--- src/rtl/mem_access_unit_if.sv ---
// Bundle of the pipeline request, data-memory BRAM port and load/exception
// results seen by the memory-stage access controller.
interface mem_access_unit_if #(
  parameter int AW = 13
);
  logic          req_valid;
  logic          flush;
  logic [5:0]    opcode;
  logic [31:0]   addr;
  logic [31:0]   store_data;
  logic [AW-1:0] bram_addr;
  logic [3:0]    bram_wea;
  logic [31:0]   bram_din;
  logic [31:0]   bram_dout;
  logic [31:0]   load_data;
  logic          load_valid;
  logic          exc_valid;
  logic [4:0]    exc_code;
  logic [31:0]   exc_badvaddr;

  modport master (
    output req_valid, flush, opcode, addr, store_data, bram_dout,
    input  bram_addr, bram_wea, bram_din, load_data, load_valid,
           exc_valid, exc_code, exc_badvaddr
  );

  modport slave (
    input  req_valid, flush, opcode, addr, store_data, bram_dout,
    output bram_addr, bram_wea, bram_din, load_data, load_valid,
           exc_valid, exc_code, exc_badvaddr
  );
endinterface

--- src/rtl/mem_access_unit.sv ---
// Memory-stage access controller: maps MIPS loads/stores onto a byte-enabled,
// synchronous-read BRAM, checks alignment/range and returns extended load data.
module mem_access_unit #(
  parameter int DM_WORDS = 8192,
  parameter int AW       = 13
) (
  input logic              clk,
  input logic              reset,
  mem_access_unit_if.slave bus
);
  localparam logic [5:0]  OP_LB  = 6'd32;
  localparam logic [5:0]  OP_LH  = 6'd33;
  localparam logic [5:0]  OP_LW  = 6'd35;
  localparam logic [5:0]  OP_LBU = 6'd36;
  localparam logic [5:0]  OP_LHU = 6'd37;
  localparam logic [5:0]  OP_SB  = 6'd40;
  localparam logic [5:0]  OP_SH  = 6'd41;
  localparam logic [5:0]  OP_SW  = 6'd43;
  localparam logic [4:0]  EXC_ADEL   = 5'd4;
  localparam logic [4:0]  EXC_ADES   = 5'd5;
  localparam logic [32:0] ADDR_LIMIT = 33'(4 * DM_WORDS);

  typedef enum logic [1:0] {
    SZ_BYTE = 2'd0,
    SZ_HALF = 2'd1,
    SZ_WORD = 2'd2
  } size_e;

  typedef struct packed {
    logic       is_load;
    logic       is_signed;
    size_e      size;
    logic [1:0] off;
  } pend_t;

  logic        known;
  logic        is_load;
  logic        is_signed;
  size_e       size;
  logic [1:0]  off;
  logic        accept;
  logic        misaligned;
  logic        out_of_range;
  logic        fault;
  pend_t       pend_q;
  logic        exc_valid_q;
  logic [4:0]  exc_code_q;
  logic [31:0] exc_badvaddr_q;
  logic [7:0]  lane_byte;
  logic [15:0] lane_half;

  always_comb begin
    known     = 1'b1;
    is_load   = 1'b0;
    is_signed = 1'b0;
    size      = SZ_WORD;
    case (bus.opcode)
      OP_LB:  begin is_load = 1'b1; is_signed = 1'b1; size = SZ_BYTE; end
      OP_LH:  begin is_load = 1'b1; is_signed = 1'b1; size = SZ_HALF; end
      OP_LW:  begin is_load = 1'b1; size = SZ_WORD; end
      OP_LBU: begin is_load = 1'b1; size = SZ_BYTE; end
      OP_LHU: begin is_load = 1'b1; size = SZ_HALF; end
      OP_SB:  size = SZ_BYTE;
      OP_SH:  size = SZ_HALF;
      OP_SW:  size = SZ_WORD;
      default: known = 1'b0;
    endcase
  end

  assign off          = bus.addr[1:0];
  assign accept       = bus.req_valid & ~bus.flush & ~reset & known;
  assign misaligned   = ((size == SZ_HALF) && off[0]) || ((size == SZ_WORD) && (off != 2'b00));
  assign out_of_range = {1'b0, bus.addr} >= ADDR_LIMIT;
  assign fault        = accept & (misaligned | out_of_range);

  // The read port follows the address every cycle; a stray read is harmless.
  assign bus.bram_addr = bus.addr[AW+1:2];

  always_comb begin
    bus.bram_wea = 4'b0000;
    bus.bram_din = 32'h0000_0000;
    if (accept && !fault && !is_load) begin
      case (size)
        SZ_BYTE: begin
          bus.bram_wea = 4'b0001 << off;
          bus.bram_din = {24'h00_0000, bus.store_data[7:0]} << {off, 3'b000};
        end
        SZ_HALF: begin
          if (off[1]) begin
            bus.bram_wea = 4'b1100;
            bus.bram_din = {bus.store_data[15:0], 16'h0000};
          end else begin
            bus.bram_wea = 4'b0011;
            bus.bram_din = {16'h0000, bus.store_data[15:0]};
          end
        end
        default: begin
          bus.bram_wea = 4'b1111;
          bus.bram_din = bus.store_data;
        end
      endcase
    end
  end

  // Faulting or cancelled loads leave the pending register clear, so they never yield a result.
  always_ff @(posedge clk) begin
    if (reset) begin
      pend_q         <= '0;
      exc_valid_q    <= 1'b0;
      exc_code_q     <= 5'd0;
      exc_badvaddr_q <= 32'h0000_0000;
    end else begin
      pend_q         <= '0;
      exc_valid_q    <= 1'b0;
      exc_code_q     <= 5'd0;
      exc_badvaddr_q <= 32'h0000_0000;
      if (accept && !fault && is_load) begin
        pend_q <= '{is_load: 1'b1, is_signed: is_signed, size: size, off: off};
      end
      if (fault) begin
        exc_valid_q    <= 1'b1;
        exc_code_q     <= is_load ? EXC_ADEL : EXC_ADES;
        exc_badvaddr_q <= bus.addr;
      end
    end
  end

  assign lane_byte = bus.bram_dout[{pend_q.off, 3'b000} +: 8];
  assign lane_half = bus.bram_dout[{pend_q.off[1], 4'b0000} +: 16];

  always_comb begin
    bus.load_data = 32'h0000_0000;
    if (pend_q.is_load) begin
      case (pend_q.size)
        SZ_BYTE: bus.load_data = {{24{pend_q.is_signed & lane_byte[7]}}, lane_byte};
        SZ_HALF: bus.load_data = {{16{pend_q.is_signed & lane_half[15]}}, lane_half};
        default: bus.load_data = bus.bram_dout;
      endcase
    end
  end

  assign bus.load_valid   = pend_q.is_load;
  assign bus.exc_valid    = exc_valid_q;
  assign bus.exc_code     = exc_code_q;
  assign bus.exc_badvaddr = exc_badvaddr_q;
endmodule
--- src/flat_wrapper.sv ---
// flat-port wrapper written by rule: the top's interface ports become plain ports
module mem_access_unit_flat 
#(
  parameter int DM_WORDS = 8192,
  parameter int AW       = 13
)
  (clk, reset, bus_req_valid, bus_flush, bus_opcode, bus_addr, bus_store_data, bus_bram_dout, bus_bram_addr, bus_bram_wea, bus_bram_din, bus_load_data, bus_load_valid, bus_exc_valid, bus_exc_code, bus_exc_badvaddr);
  mem_access_unit_if #(.AW(AW)) bus_i ();
  input logic clk;
  input logic reset;
  input wire logic [$bits(bus_i.req_valid)-1:0] bus_req_valid;
  input wire logic [$bits(bus_i.flush)-1:0] bus_flush;
  input wire logic [$bits(bus_i.opcode)-1:0] bus_opcode;
  input wire logic [$bits(bus_i.addr)-1:0] bus_addr;
  input wire logic [$bits(bus_i.store_data)-1:0] bus_store_data;
  input wire logic [$bits(bus_i.bram_dout)-1:0] bus_bram_dout;
  output wire logic [$bits(bus_i.bram_addr)-1:0] bus_bram_addr;
  output wire logic [$bits(bus_i.bram_wea)-1:0] bus_bram_wea;
  output wire logic [$bits(bus_i.bram_din)-1:0] bus_bram_din;
  output wire logic [$bits(bus_i.load_data)-1:0] bus_load_data;
  output wire logic [$bits(bus_i.load_valid)-1:0] bus_load_valid;
  output wire logic [$bits(bus_i.exc_valid)-1:0] bus_exc_valid;
  output wire logic [$bits(bus_i.exc_code)-1:0] bus_exc_code;
  output wire logic [$bits(bus_i.exc_badvaddr)-1:0] bus_exc_badvaddr;
  assign bus_i.req_valid = bus_req_valid;
  assign bus_i.flush = bus_flush;
  assign bus_i.opcode = bus_opcode;
  assign bus_i.addr = bus_addr;
  assign bus_i.store_data = bus_store_data;
  assign bus_i.bram_dout = bus_bram_dout;
  assign bus_bram_addr = bus_i.bram_addr;
  assign bus_bram_wea = bus_i.bram_wea;
  assign bus_bram_din = bus_i.bram_din;
  assign bus_load_data = bus_i.load_data;
  assign bus_load_valid = bus_i.load_valid;
  assign bus_exc_valid = bus_i.exc_valid;
  assign bus_exc_code = bus_i.exc_code;
  assign bus_exc_badvaddr = bus_i.exc_badvaddr;
  mem_access_unit #(.DM_WORDS(DM_WORDS), .AW(AW)) u_core (.clk(clk), .reset(reset), .bus(bus_i));
endmodule
--- config.mk ---
export PLATFORM = sky130hd
export DESIGN_NAME = mem_access_unit_flat
export DESIGN_NICKNAME = d
export VERILOG_FILES = /design/src/rtl/mem_access_unit_if.sv /design/src/rtl/mem_access_unit.sv /design/src/flat_wrapper.sv
export SDC_FILE = /design/constraint.sdc
export NUM_CORES = 1
export LEC_CHECK = 0
export ABC_AREA = 1
export BUFFER_PORTS_ARGS = -buffer_cell sky130_fd_sc_hd__buf_2
export CAP_MARGIN = 20
export CORE_AREA = 2 2 89 91
export CTS_BUF_LIST = sky130_fd_sc_hd__clkbuf_16
export DETAILED_ROUTE_END_ITERATION = 10
export DIE_AREA = 0 0 91 93
export PLACE_DENSITY = 0.9
export SYNTH_ARGS = -nofsm -noshare
export SYNTH_HDL_FRONTEND = slang
export SYNTH_SLANG_ARGS = --single-unit
export TNS_END_PERCENT = 5
--- constraint.sdc ---
create_clock -name clk -period 2.3 [get_ports clk]
set_clock_uncertainty 0.1 [all_clocks]
set_input_delay 0.23 -clock clk [delete_from_list [all_inputs] [get_ports clk]]
set_output_delay 0.23 -clock clk [all_outputs]
set_load 0.05 [all_outputs]
# Word-level counts from Yosys, hierarchy flattened
# Cells that the tools add are included.
[totals] wordCells=67 register_bits=44 output_inout_bits=120 inputBits=106
[op_classes] shift=4 eq_ne=11 n_reduce_logical=18 n_mux=15 n_bitwise=11 magnitude_cmp=1
[ops] op="32-bit one-hot mux with 2 select lines" n=2
[ops] op="32-bit 2-to-1 mux" n=3
[ops] op="6-bit == test, second input constant" n=8
[ops] op="32-bit by 16-bit >= comparator with 1-bit output, second input constant" n=1
[ops] op="32-bit by 6-bit variable part select with 16-bit output" n=1
[ops] op="32-bit by 6-bit variable part select with 8-bit output" n=1
[ops] op="8-bit by 5-bit << shifter with 32-bit output" n=1
[ops] op="4-bit 2-to-1 mux" n=2
[ops] op="4-bit one-hot mux with 2 select lines" n=1
[ops] op="8-bit OR reduction" n=1
[ops] op="1-bit bitwise AND" n=6
[ops] op="6-bit 2-to-1 mux" n=1
[ops] op="2-bit OR reduction" n=3
[ops] op="3-bit OR reduction" n=2
[ops] op="1-bit logical AND" n=5
[ops] op="1-bit 2-to-1 mux" n=5
[ops] op="5-bit OR reduction" n=1
[ops] op="2-bit by 1-bit == test with 1-bit output, second input constant" n=2
[ops] op="2-bit zero test" n=2
[ops] op="1-bit NOT" n=4
[ops] op="2-bit one-hot mux with 2 select lines" n=1
[ops] op="1-bit by 2-bit << shifter with 4-bit output, first input constant" n=1
[ops] op="2-bit == test, second input constant" n=1
[ops] op="1-bit zero test" n=2
[ops] op="other kinds (3)" n=3

# Longest topological paths before layout
# Gate-level depths: netlist of the first run.
[logic_depth] word_depth=13 mapped_depth=11 mapped_depth_nobuf=9

# Worst setup path after synthesis of the first run
# OpenSTA, ideal clock, no wires.
[synth_path] kind="flip-flop to output port" start="reg u_core.pend_q (netlist bit u_core.bus.load_valid)" end="out bus_load_data[14]" arrival_ns=1.922 n_path_buf=1 required_time_ns=1.970 path_stages_with_launch=4 path_slack_ns=0.048 path_cell_list="dfxtp_1 clkbuf_1 o21ai_0 a21oi_1"
[synth_via] elab_chain_len=1
[synth_lines] element="from (decl)" line_no="mem_access_unit.sv:45" text="pend_t pend_q;"
[synth_lines] element="from (signal assigned)" line_no="mem_access_unit.sv:118" text="pend_q <= '{is_load: 1'b1, is_signed: is_signed, size: size, off: off};"
[synth_lines] element="32-bit 2-to-1 mux" line_no="mem_access_unit.sv:133" text="if (pend_q.is_load) begin"
[synth_lines] element="to (decl)" line_no="flat_wrapper.sv:20" text="output wire logic [$bits(bus_i.load_data)-1:0] bus_load_data;"
# Every way passes these cells.

# Worst setup path after layout of the first run
[layout_path] start="reg u_core.pend_q[1] in the netlist's numbering" end="out bus_load_data[16]"
[layout_via] elab_chain_len=4 elab_cells_between_ends=6 cone_classes="shift (2); mux (2); bitwise (2)"
[layout_lines] element="32-bit by 6-bit variable part select with 16-bit output / 32-bit by 6-bit variable part select with 8-bit output (equally long branches)" line_no="mem_access_unit.sv:129, mem_access_unit.sv:128"
[layout_lines] element="1-bit bitwise AND (on tied branches)" line_no="mem_access_unit.sv:136, mem_access_unit.sv:135"
[layout_lines] element="32-bit one-hot mux with 2 select lines *" line_no="mem_access_unit.sv:134" text="case (pend_q.size)"
[layout_lines] element="32-bit 2-to-1 mux *" line_no="mem_access_unit.sv:133"
# Mark *: on every way between the ends. The rest lies on a longest branch, timed or not.

==> run metrics, run 1 <==
met3 WL=609 µm; vias per cell=4.75; maximum clock frequency=0.461 GHz; startpoint class of the critical path=flip-flop; Final Hold Viols=0; Sw Pwr=0.504 mW; outcome=completed; DP Area=4120 µm²; yosys warns=0; IR drop worst, VDD=465 µV; final-report setup violation count=0; final antenna diode count=0; clock share of power=42.4%; CTS tree=done; CP cell instances=nand2_1 -> and2_4 -> o21ai_2 -> nand2_1 -> nand3_1 -> nand2_4 -> nor2_1 -> buf_2; crit share post-route=94.3%; Overflow after GRT=0; Synth Register Bits=41; DIE HEIGHT=93 µm; internal power=1.36 mW; Max Cap Viol=0; hold_buf cts=0; Crit path top cell by count=nand2_1; Final HPWL DP=8.07 mm; power density over the cells=429 nW/µm²; sum of negative setup slack=0 ps; Post-synth EDFFs=0; most common cell in the netlist=nor2_1; clk sink count=41; largest net degree at the start of global routing=36; initial drt markers=189; Flop pwr share=38.4%; Die Span X=91 µm; Setup crit end kind=output port; TritonCTS buffer count=5; clock slew at reported path FFs=60 ps; Routed Antenna Nets=0; post-synth cell types=39; Worst EP required=1970 ps; layout cells sized above 1=37.4%; ys async rst share=0%; clk buf depth=2; Syn-to-layout area delta=43.8%; DRC errors left=0; H-tree depth=2; drt wl/cell=12.3 µm; first-pass GRT wire length=15.9 mm; design area=4340 µm²; Critical Path Fanout Max=16; Post-Syn Area=3020 µm²; Max stage delay on crit path=420 ps; PortBufs=222; Placer Congestion=0.869; post_cts resized=0; nets@finish=826; sequential-to-total area share from yosys stat=27.2%; Power Total=1.86 mW; Logic pwr share=19.2%; core area=7530 µm²; fillers=780; CP Class=reg2out; CTS Root Cell=clkbuf_16; Met1 Wirelength=4.32 mm; DR vias=3,911; Arr. time, crit path=1840 ps; Worst Hold Class=in2reg; die area=8460 µm²; Syn Area/Cell=5.86 µm²; most frequent cells after synthesis=nor2_1 (140), nand2_1 (94), inv_1 (71); DR pass1 iterations=5; RSZ-0062 raised after global routing=false; initial core utilization=40.1%; Synth Instances=515; max-slew violation count=0; post-route minimum period=2170 ps; vias in the first global route=3,517; I/O pin cnt=226; post-synth top area share=27.2%; area leader, netlist=dfxtp_1; Top Layer Used=met4; sw frac=27.1%; metal2 WL=5.00 mm; initial antenna violation count=0; CP max stage cell=dfxtp_1; Total Wirelength=10.1 mm; Setup Fix Bufs, Post-CTS=0; P_leak=2.69 nW; top cells by area, synth=dfxtp_1 (27%), nor2_1 (17%), nand2_1 (12%), inv_1 (8.8%), buf_4 (4.2%); most used flip-flop cell after synthesis=dfxtp_1; gr usage total=22.6%; FP Rows=32
-- per-stage QoR --
step	instances	utilization, %	hold slack (ps)	setup WS (ps)
3_5_place_dp	815	54.8	358	159
3_3_place_gp	815	54.8	354	184
6_report	823	57.6	65.6	131
2_1_floorplan	517	-	242	47.5
5_1_grt	823	57.6	74.4	4.64
4_1_cts	823	57.0	62.0	84.4
-- worst max-delay path, delay by kind of cell (launching register included) --
| kind | cells | cell delay, ps |
|---|---|---|
| buf+inv | 1 | 280 |
| simple gates | 6 | 700 |
| compound gates | 1 | 160 |
| flops | 1 | 420 |
-- cell families (layout without fill, tap and decap cells) --
group                  count (synthesis)  count (layout)  synth area share (%)
DFF                                   41              41                  27.2
AOI/OAI and AO/OA                     57              57                  12.4
buffers and inverters                116             320                  17.7
other                                  1               3                 0.124
and+or+nand+nor                      300             300                  42.6
-- cell usage in the layout (no fill, tap or decap), drive strengths merged --
cell,instances
buf,226
nor2,145
nand2,96
inv,75
dfxtp,41
nand3,20
a21oi,18
clkbuf,16
o21ai,15
nor3,10
and3,10
or2,7
a21boi,7
o221ai,7
a22oi,5
and2,5
nand4,4
nor4,3
conb,3
a211oi,2
clkinv,2
o21a,1
o2111ai,1
a31oi,1
bufinv,1
-- power groups by stage --
stage | logic (mW) | registers (mW) | clock network [mW]
6_report | 0.357 | 0.715 | 0.790
5_1_grt | 0.390 | 0.715 | 0.839
4_1_cts | 0.353 | 0.715 | 0.805
3_5_place_dp | 0.351 | 0.731 | 0
3_3_place_gp | 0.350 | 0.731 | 0
2_1_floorplan | 0.197 | 0.746 | 0
-- flip-flops by register name, indices dropped and copies added (netlist names) --
signal,count
u_core.bus.exc_valid,1
u_core.pend_q,5
u_core.bus.exc_code,2
u_core.bus.load_valid,1
u_core.bus.exc_badvaddr,32
-- per-layer routing --
layer  track usage, %  vias to the layer above
li1                 -                     1982
met1             28.9                     1730
met2             40.2                      181
met3             2.42                       18
met4             6.69                        0
met5                0                        -
-- path summary, 6_finish.rpt --
| check | from | endpoint | depth (start not counted) |
|---|---|---|---|
| worst max-delay path | u_core.pend_q[1]$_SDFF_PP0_ | bus_load_data[16] | 8 |
| worst min-delay path | bus_addr[26] | u_core.bus.exc_badvaddr[26]$_SDFF_PP0_ | 3 |
-- layout make-up --
type / instances / area (µm²) / area share, %
multi-input combinational: 360 / 1690 / 38.9
timing repair buffer: 237 / 1250 / 28.9
sequential: 41 / 821 / 18.9
inverter: 75 / 282 / 6.49
tap: 102 / 128 / 2.94
clock buffer: 5 / 125 / 2.89
clock inverter: 3 / 43.8 / 1.01
Power figures use the tool's default switching activity.
==> run 2: changes to the inputs <==
- CORE_AREA: 2 2 89 91 -> unset
- CORE_MARGIN: unset -> 10
- CORE_UTILIZATION: unset -> 44
- DIE_AREA: 0 0 91 93 -> unset
- PLACE_DENSITY: 0.9 -> 0.87
==> run 2 against run 1 <==
Net effect: flip-flop and latch count stayed put; clock power is 16% lower; combinational power barely moved; fmax is 3.8% lower; count of clock-buffer cells in the layout is the same; via count grew 2.2%; sequential share of layout area is essentially flat; setup slack worse by 86 ps; sequential power about the same; critical endpoint is now bus_load_data[28].
==> run metrics, run 2 (synthesis gave the netlist of run 1 again) <==
startpoint class of the critical path=flip-flop (unchanged); TritonCTS buffer count=5 (unchanged); Arr. time, crit path=1920 ps (was 1840 ps); vias in the first global route=3,766 (was 3,517); most frequent cells in the layout=buf_2 (201), nor2_1 (140), nand2_1 (94) (was buf_2 (211), nor2_1 (140), nand2_1 (94)); DRC errors left=0 (unchanged); Critical Path Fanout Max=16 (unchanged); Total Wirelength=12.4 mm (was 10.1 mm); Setup Fix Bufs, Post-CTS=0 (unchanged); core area=6720 µm² (was 7530 µm²); DR vias=3,998 (was 3,911); CP Class=reg2out (unchanged); IR drop worst, VDD=302 µV (was 465 µV); dpl ws=94.4 ps (was 159 ps); die area=10,600 µm² (was 8460 µm²); Setup crit end kind=output port (unchanged); FP Rows=30 (was 32); hold-critical path depth=3 (unchanged); Final HPWL DP=9.89 mm (was 8.07 mm); layout cells sized above 1=37.4% (unchanged); P_leak=2.68 nW (was 2.69 nW); nets@finish=826 (unchanged); DP Area=4090 µm² (was 4120 µm²); drt wl/cell=15.5 µm (was 12.3 µm); design area=4330 µm² (was 4340 µm²); Worst EP required=1970 ps (about the same); final std cells w/o fill=801 (was 823); clk sink count=41 (unchanged); initial core utilization=44.9% (was 40.1%); clk buf depth=2 (unchanged); Max Cap Viol=0 (unchanged); first-pass GRT wire length=17.9 mm (was 15.9 mm); PortBufs=222 (unchanged); H-tree depth=2 (unchanged); initial drt markers=158 (was 189); I/O pin cnt=226 (unchanged); Overflow after GRT=0 (unchanged); CTS Root Cell=clkbuf_16 (unchanged); maximum clock frequency=0.444 GHz (was 0.461 GHz); clock slew at reported path FFs=60 ps (about the same); number of flip-flops in the largest register=32 (unchanged); Worst Hold Class=in2reg (unchanged); final-report setup violation count=0 (unchanged); initial antenna violation count=0 (unchanged); DIE HEIGHT=103 µm (was 93 µm); RSZ-0062 raised after global routing=true (was false); vias per cell=4.99 (was 4.75); final antenna diode count=0 (unchanged); Placer Congestion=0.896 (was 0.869); largest net degree at the start of global routing=36 (unchanged); crit share post-route=98.0% (was 94.3%); max-slew violation count=0 (unchanged); commonest non-fill, non-tap cell in the layout=buf_2 (unchanged); outcome=completed (unchanged); Routed Antenna Nets=0 (unchanged); dpl cells=792 (was 815); worst hold slack=63.1 ps (was 65.6 ps); final worst-path setup slack=45.4 ps (was 131 ps); sum of negative setup slack=0 ps (unchanged); post-route minimum period=2250 ps (was 2170 ps); DR pass1 iterations=5 (unchanged); power density over the cells=401 nW/µm² (was 429 nW/µm²); Die Span X=103 µm (was 91 µm); gr usage total=20.9% (was 22.6%); Syn-to-layout area delta=43.6% (was 43.8%); Final Hold Viols=0 (unchanged); CTS tree=done (unchanged)
[run 2: cell count changes in the layout (fill, tap and decap cells not counted), sizes merged]
cell      before  now
clkinv         2    3
nand3         20   21
buf          226  225
clkinvlp       0    1
bufinv         1    0
inv           75   74
[run 2: what timing repair did]
| action | CTS | global route |
|---|---|---|
| setup endpoints to repair | 24 | 56 |
| pin swaps | 0 | 2 |
| gates cloned | 0 | 1 |
| gates resized for setup | 6 | 29 |
| hold buffers | 0 | 0 |
[run 2: final timing paths]
check	from	endpoint	slack [ps]
setup / recovery	u_core.pend_q[1]$_SDFF_PP0_	bus_load_data[28]	50
hold / removal	bus_addr[10]	u_core.bus.exc_badvaddr[10]$_SDFF_PP0_	60
[run 2: critical path: stages (launching register included)]
cell	delay [ps]
dfxtp_1	360
inv_4	160
nand2_1	80
and2_4	150
o21ai_2	160
nand2_1	70
nand3_1	110
nand2_4	140
nor2_1	170
buf_4	230
[run 2: final cells by class]
class / count / area (µm²)
Clock buffer: 5 / 125
Clock inverter: 3 / 17.5
Fill cell: 637 / 2390
Inverter: 75 / 284
Multi-Input combinational cell: 361 / 1710
Sequential cell: 41 / 821
Tap cell: 80 / 100
Timing Repair Buffer: 236 / 1270
[run 2: layer usage]
metal,share of wire [%],wire length (µm),track usage (%),vias to the layer above
li1,-,-,-,1984
met1,38,4710,23.9,1780
met2,52,6450,38.1,207
met3,8.2,1030,4.42,27
met4,2.1,262,6.10,0
met5,0,0,0,-
[run 2: per-stage QoR]
stage	total power, mW	util (%)
floorplan	0.943	-
global placement	1.08	60.8
detailed placement	1.08	60.8
CTS	1.74	63.2
global route	1.81	64.5
finish	1.74	64.5
[run 2: power by group]
part / total (mW) / leakage, nW / internal [mW] / switching, mW
combinational: 0.360 / 2.28 / 0.130 / 0.229
clock: 0.661 / 0.0696 / 0.397 / 0.264
sequential: 0.715 / 0.330 / 0.715 / 0.000924
total: 1.74 / 2.68 / 1.24 / 0.495
==> run 3: changes to the inputs <==
==> constraint.sdc (replaced) <==
create_clock -name clk -period 2.3 [get_ports clk]
set_clock_uncertainty 0.1 [all_clocks]
set_input_delay 0.23 -clock clk [delete_from_list [all_inputs] [get_ports clk]]
set_output_delay 0.23 -clock clk [all_outputs]
set_load 0.02 [all_outputs]
==> run 3 against run 2 <==
Net effect: final cell count is 0.37% lower; hold slack improved by 2.5 ps; flip-flop and latch count is the same; count of clock-buffer cells in the layout is the same; wire length is 3.4% lower; critical path depth is 2 lower; critical endpoint is now bus_load_data[11]; highest routed layer unchanged.
==> run metrics, run 3 (synthesis gave the netlist of run 1 again) <==
CTS Root Cell=clkbuf_16 (unchanged); most frequent cells in the layout=buf_2 (222), nor2_1 (139), nand2_1 (93) (was buf_2 (201), nor2_1 (140), nand2_1 (94)); hold path endpoint=u_core.bus.exc_badvaddr[2]$_SDFF_PP0_ (was u_core.bus.exc_badvaddr[10]$_SDFF_PP0_); Final HPWL DP=9.86 mm (was 9.89 mm); drt wl/cell=15.1 µm (was 15.5 µm); Logic pwr share=17.1% (was 20.7%); Syn-to-layout area delta=41.5% (was 43.6%); Placer Congestion=0.906 (was 0.896); I/O pin cnt=226 (unchanged); FP Rows=30 (unchanged); sum of negative setup slack=0 ps (unchanged); Overflow after GRT=0 (unchanged); sw frac=25.3% (was 28.5%); Total Wirelength=12.0 mm (was 12.4 mm); Max Cap Viol=0 (unchanged); CP cell instances=clkinv_4 -> nand2_1 -> and2_4 -> o21ai_2 -> a21oi_2 -> a21oi_1 -> buf_2 (was inv_4 -> nand2_1 -> and2_4 -> o21ai_2 -> nand2_1 -> nand3_1 -> nand2_4 -> nor2_1 -> buf_4); Worst Hold Class=in2reg (unchanged); Max stage delay on crit path=430 ps (was 360 ps); worst slew pin tran=785 ps; final antenna diode count=0 (unchanged); number of flip-flops in the largest register=32 (unchanged); Setup Fix Bufs, Post-CTS=0 (unchanged); CP Class=reg2out (unchanged); commonest non-fill, non-tap cell in the layout=buf_2 (unchanged); clk buf depth=2 (unchanged); max-slew violation count=0 (unchanged); outcome=completed (unchanged); post-route minimum period=2210 ps (was 2250 ps); vias in the first global route=3,727 (was 3,766); startpoint class of the critical path=flip-flop (unchanged); die area=10,600 µm² (unchanged); Setup crit end kind=output port (unchanged); RSZ-0062 raised after global routing=true (unchanged); Die Span X=103 µm (unchanged); Routed Antenna Nets=0 (unchanged); Final Hold Viols=0 (unchanged); largest net degree at the start of global routing=36 (unchanged); maximum clock frequency=0.453 GHz (was 0.444 GHz); clock share of power=43.5% (was 38.1%); power density over the cells=425 nW/µm² (was 401 nW/µm²); PortBufs=222 (unchanged); dpl ws=236 ps (was 94.4 ps); fillers=636 (was 637); Power Total=1.82 mW (was 1.74 mW); DIE HEIGHT=103 µm (unchanged); Sw Pwr=0.459 mW (was 0.495 mW); hold-critical path depth=3 (unchanged); core area=6720 µm² (unchanged); IR drop worst, VDD=338 µV (was 302 µV); initial antenna violation count=0 (unchanged); CP max stage cell=dfxtp_1 (unchanged); Worst EP required=1970 ps (about the same); layout cells sized above 1=37.5% (was 37.4%); clock slew at reported path FFs=60 ps (about the same); Arr. time, crit path=1880 ps (was 1920 ps); hold_buf cts=0 (unchanged); nets@finish=823 (was 826); vias per cell=5.01 (was 4.99); fin util=63.5% (was 64.5%); HP Start=bus_addr[2] (was bus_addr[10]); Flop pwr share=39.4% (was 41.2%); internal power=1.36 mW (was 1.24 mW); DR vias=4,001 (was 3,998); CP bufs+invs=2 (unchanged); first-pass GRT wire length=18.0 mm (was 17.9 mm); critical path's top delay family=compound AO/OA/AOI/OAI gates (was simple AND/OR/NAND/NOR gates); CTS tree=done (unchanged); Critical Path Fanout Max=16 (unchanged); initial core utilization=44.9% (unchanged); clk sink count=41 (unchanged); CP Depth=7 (was 9); Worst Setup SP=u_core.pend_q[1]$_SDFF_PP0_ (unchanged); H-tree depth=2 (unchanged); gr usage total=20.9% (about the same); TritonCTS buffer count=5 (unchanged); DR pass1 iterations=5 (unchanged); P_leak=2.68 nW (about the same); DRC errors left=0 (unchanged); Rel. slew slack=47.3%; initial drt markers=217 (was 158); crit share post-route=96.1% (was 98.0%); final worst-path setup slack=90.2 ps (was 45.4 ps); final-report setup violation count=0 (unchanged)
==> run 3: through the flow <==
| step | instances | instance area, µm² | hold WS, ps |
|---|---|---|---|
| 3_5_place_dp | 790 | 4070 | 358 |
| 5_1_grt | 798 | 4270 | 65.5 |
| 2_1_floorplan | 517 | 3020 | 242 |
| 4_1_cts | 798 | 4250 | 62.6 |
| 3_3_place_gp | 790 | 4070 | 355 |
| 6_report | 798 | 4270 | 65.6 |
==> run 3: timing repair <==
item | CTS | global route
hold endpoints to repair | 0 | 0
setup endpoints to repair | 8 | 16
resized for setup | 1 | 6
pin swaps | 0 | 1
==> run 3: worst max path at each step <==
| stage | slack (ps) | end |
|---|---|---|
| global route | -6 | bus_load_data[11] |
| global placement | 270 | bus_bram_din[20] |
| detailed placement | 240 | bus_bram_din[24] |
| CTS | 20 | bus_load_data[16] |
| finish | 90 | bus_load_data[11] |
| floorplan | 480 | bus_load_data[21] |
==> run 3: layout make-up <==
class	instances	area, µm²	share of cell area [%]
clock inverters	3	46.3	1.08
multi-input cells	360	1690	39.5
flip-flops and latches	41	821	19.2
well taps	80	100	2.35
clock buffers	5	125	2.93
inverters	75	287	6.71
repair buffers	234	1200	28.1
==> run 3: power by group through the flow <==
stage	combinational (mW)	clock, mW	sequential (mW)
global route	0.343	0.835	0.715
CTS	0.309	0.801	0.715
detailed placement	0.307	0	0.731
floorplan	0.163	0	0.737
global placement	0.300	0	0.731
finish	0.311	0.789	0.715
==> run 3: routing by layer <==
| layer | vias up | part of all wire [%] | GRT usage, % |
|---|---|---|---|
| met5 | - | 0 | 0 |
| met4 | 0 | 1.8 | 5.78 |
| met3 | 21 | 10 | 5.36 |
| met2 | 224 | 50 | 37.7 |
| met1 | 1779 | 38 | 23.6 |
| li1 | 1977 | - | - |
==> run 3: worst min-delay path, cell delays in order <==
cell and delay [ps]:
buf_2 100, inv_1 40, nor2_1 30
